===== config.mk =====
export PLATFORM = sky130hd
export DESIGN_NAME = ttl_ls161_counter
export DESIGN_NICKNAME = d
export VERILOG_FILES = /design/src/rtl/ttl_ls161_counter.sv
export SDC_FILE = /design/constraint.sdc
export NUM_CORES = 1
export LEC_CHECK = 0
export BUFFER_PORTS_ARGS = -buffer_cell sky130_fd_sc_hd__clkbuf_2
export CORE_AREA = 2 2 39 41
export DETAILED_ROUTE_END_ITERATION = 10
export DIE_AREA = 0 0 41 43
export PLACE_DENSITY = 0.49
export SYNTH_ARGS = -nofsm -noshare
export SYNTH_HDL_FRONTEND = slang
export SYNTH_SLANG_ARGS = --single-unit
export TNS_END_PERCENT = 30

===== constraint.sdc =====
create_clock -name clk -period 1.6 [get_ports clk]
set_clock_uncertainty 0.2 [all_clocks]
set_input_delay 0.24 -clock clk [delete_from_list [all_inputs] [get_ports clk]]
set_output_delay 0.24 -clock clk [all_outputs]
set_load 0.1 [all_outputs]

===== src/rtl/ttl_ls161_counter.sv =====
// ttl_ls161_counter: cycle-accurate 74LS161 counter on a cen pseudo-clock (define LS161_SYNC_CLR_EN for 74LS163 synchronous clear)
module ttl_ls161_counter #(
  parameter int W = 4
) (
  input  logic         clk,
  input  logic         rst,
  input  logic         cen,
  input  logic         clr_n,
  input  logic         load_n,
  input  logic         enp,
  input  logic         ent,
  input  logic [W-1:0] din,
  output logic [W-1:0] q,
  output logic         rco
);
  logic last_cen;
  logic cen_edge;
  logic clr_hit;
  assign cen_edge = cen & ~last_cen;
`ifdef LS161_SYNC_CLR_EN
  assign clr_hit = cen_edge & ~clr_n;
`else
  assign clr_hit = ~clr_n;
`endif
  assign rco = ent & (&q);
  // clear beats load beats count; last_cen tracks cen even while clearing
  always_ff @(posedge clk) begin
    if (rst) begin
      q        <= '0;
      last_cen <= 1'b1;
    end else begin
      last_cen <= cen;
      q        <= clr_hit                    ? '0 :
                  (cen_edge & ~load_n)       ? din :
                  (cen_edge & enp & ent)     ? q + 1'b1 : q;
    end
  end
endmodule


==> summary.txt <==
Power per cell area - 680.2 nW/um2
Die Y - 43 um
RD Place Congestion - 0.6462
Critical-path maximum fanout - 2
Vias in the first global route - 278
Placed cells - 58
Critical Path Slowest Stage Cell - dfxtp_4
Fill count - 148
Critical path's largest stage delay - 350 ps
RSZ-0062 raised after global routing - false
Rows - 14
CTS Buf Count - 3
Ports - 16
Maxcap violations - 0
Starting DRT DRC Count - 3
Footprint of the multi-input gates - 181.4 um2
Slew headroom - 81.58%
Reg-to-reg startpoint - last_cen
Status - completed
Root Driver - clkbuf_4
Worst R2R End - q[3]
CTS tree - done
Nets - 62
Worst skew pair latency - 240 ps
Clk sinks - 5
Initial core utilization - 20.34%
Die footprint - 1763 um2
N_diodes - 0
Final ANT Viol Nets - 0
Worst Reg-to-Reg Cells - 3
Share of layout cells above drive strength 1 - 59.18%
YS warnings - 0
Synth cell types - 18
Tmin final - 1536 ps
CP Data Arrival Time - 1100 ps
Fmax - 650.9 MHz
H-tree levels - 1
Crit-path cells - ha_4 -> and4_4 -> buf_12
Total routed wirelength - 694 um
Part of the Yosys area used for sequential elements - 35.56%
IO buf count - 15
Final Max Tran Viols - 0
#FFs+latches synth - 5
Area grow syn2layout - 66.67%
Detail-routed via count per cell - 4.415
Mapped Area - 281.5 um2
DRC viols - 0
Hold crit path type - primary input to flop
Core area - 1384 um2
TritonRoute pass-1 iters - 4
Critical Path End - rco
CP Data Required Time - 1160 ps
Final worst path period share - 96.02%
Final setup fails - 0
Clock-pin slew on the worst setup and hold paths - 40 ps
Worst Setup Path Type - flop to output port
Setup crit start - q[1]
Fin. Hold Viols - 0
Syn Nets - 40
Setup crit end kind - output port
Total GRT Usage - 11.12%
Utilization after layout - 33.91%
DR vias - 287
Initial antenna violation count - 0
Slew @ Worst Pin - 276.3 ps
Largest net degree at the start of global routing - 9
Post-CTS resize count - 0
Mapped Cells - 28
Fin cells - 65
Syn_area_per_cell - 10.05 um2
VDD IR-drop max - 0.3064 mV
WL/cell - 10.68 um
Reg2Reg Setup Slack - 220 ps
Max clock buf depth - 2
Die width - 41 um
First-pass GRT wire length - 1200 um
Seq. cell area - 112.6 um2
Grt ovf - 0
Crit start category - flop
Cell leakage power - 0.2073 nW
Hold Slack - 57.77 ps
synth_stat cells, drive strengths merged:
library cell / n / area share (%)
nand4b: 1 / 8.4
o21ai: 2 / 3.6
or2: 1 / 2.2
nor2: 4 / 5.3
dfxtp: 5 / 36
nand2b: 1 / 2.2
mux2i: 1 / 3.6
xor2: 1 / 3.1
nand3: 1 / 1.8
a211oi: 2 / 5.3
a311oi: 2 / 8.4
and4: 1 / 3.1
inv: 1 / 1.3
ha: 1 / 4.4
buf: 1 / 4.0
or3b: 1 / 3.1
or3: 2 / 4.4
cells in the final DEF (no fill, tap or decap):
master,netlist,layout
or2_2,1,1
dfxtp_1,5,1
or3b_1,1,1
dfxtp_2,0,1
dlygate4sd3_1,0,1
nand4b_4,1,1
xor2_1,1,1
buf_4,0,6
clkbuf_1,0,1
ha_4,0,1
clkbuf_4,0,3
clkbuf_2,0,10
buf_12,0,1
a311oi_2,1,1
or3_1,2,2
a211oi_1,2,2
mux2i_1,1,1
inv_1,1,1
nor2_1,4,4
dfxtp_4,0,3
and4_4,0,1
a311oi_1,1,1
o21ai_0,2,2
nand3_1,1,1
nand2b_1,1,1
flip-flops by register name, summed over array words and instances (netlist names):
register	cells
q	4
last_cen	1
through the flow:
| stage | setup WS (ps) | total power (W) | TNS (ps) | cell area (um2) |
|---|---|---|---|---|
| after floorplan | -24.36 | 0.0001523 | -33.94 | 309.0 |
| after global placement | 181.0 | 0.0001710 | 0 | 417.9 |
| after CTS | 20.00 | 0.0003304 | 0 | 461.7 |
| final | 63.73 | 0.0003191 | 0 | 469.2 |
| after global routing | 6.659 | 0.0003464 | 0 | 469.2 |
| after detailed placement | 189.3 | 0.0001706 | 0 | 417.9 |
critical path, delay by kind of cell, from the launching register on:
kind	cells	cell delay, ps
DFF	1	350
adders and majority gates	1	130
and+or+nand+nor	1	210
buffers and inverters	1	170
worst min path at each step:
stage                       from       end  slack (ps)  depth (start not counted)
final                        cen  last_cen          60                          2
after global routing      din[0]      q[0]          50                          3
after CTS                    cen  last_cen          50                          2
after detailed placement     rst  last_cen         240                          2
after floorplan              cen  last_cen         140                          1
after global placement       rst  last_cen         250                          2
layer usage:
| metal | track usage, % | vias to the layer above | part of all wire [%] |
|---|---|---|---|
| li1 | - | 147 | - |
| met1 | 11.50 | 126 | 38 |
| met2 | 14.37 | 14 | 48 |
| met3 | 10.47 | 0 | 14 |
| met4 | 6.000 | 0 | 0 |
| met5 | 0 | - | 0 |
layout make-up:
type,count,area share (%)
multi-input cells,21,38.67
repair buffers,18,26.67
flip-flops and latches,5,24.00
clock buffers,4,5.600
well taps,16,4.267
inverters,1,0.8000
where the power goes:
group          leakage (nW)  switching [W]  internal [W]  total [W]
Combinational         0.149      0.0000257     0.0000194  0.0000451
Sequential           0.0436     0.00000228      0.000124   0.000126
Clock                0.0150      0.0000535     0.0000944   0.000148
Total                 0.207      0.0000814      0.000238   0.000319
repair_timing:
| item | CTS | global route |
|---|---|---|
| hold buffers | 1 | 0 |
| pin swaps | 0 | 2 |
| endpoints found under the hold margin | 1 | 0 |
| setup endpoints to repair | 1 | 1 |
| buffers inserted | 1 | 1 |
cell families after synthesis:
group | Yosys count | share of synthesized area (%)
and+or+nand+nor | 12 | 30.67
DFF | 5 | 35.56
adders and majority gates | 1 | 4.444
AOI/OAI and AO/OA | 6 | 17.33
muxes | 1 | 3.556
xor gates and xnor gates | 1 | 3.112
buffers and inverters | 2 | 5.332
Note: power is estimated with default switching activity, not from simulation.
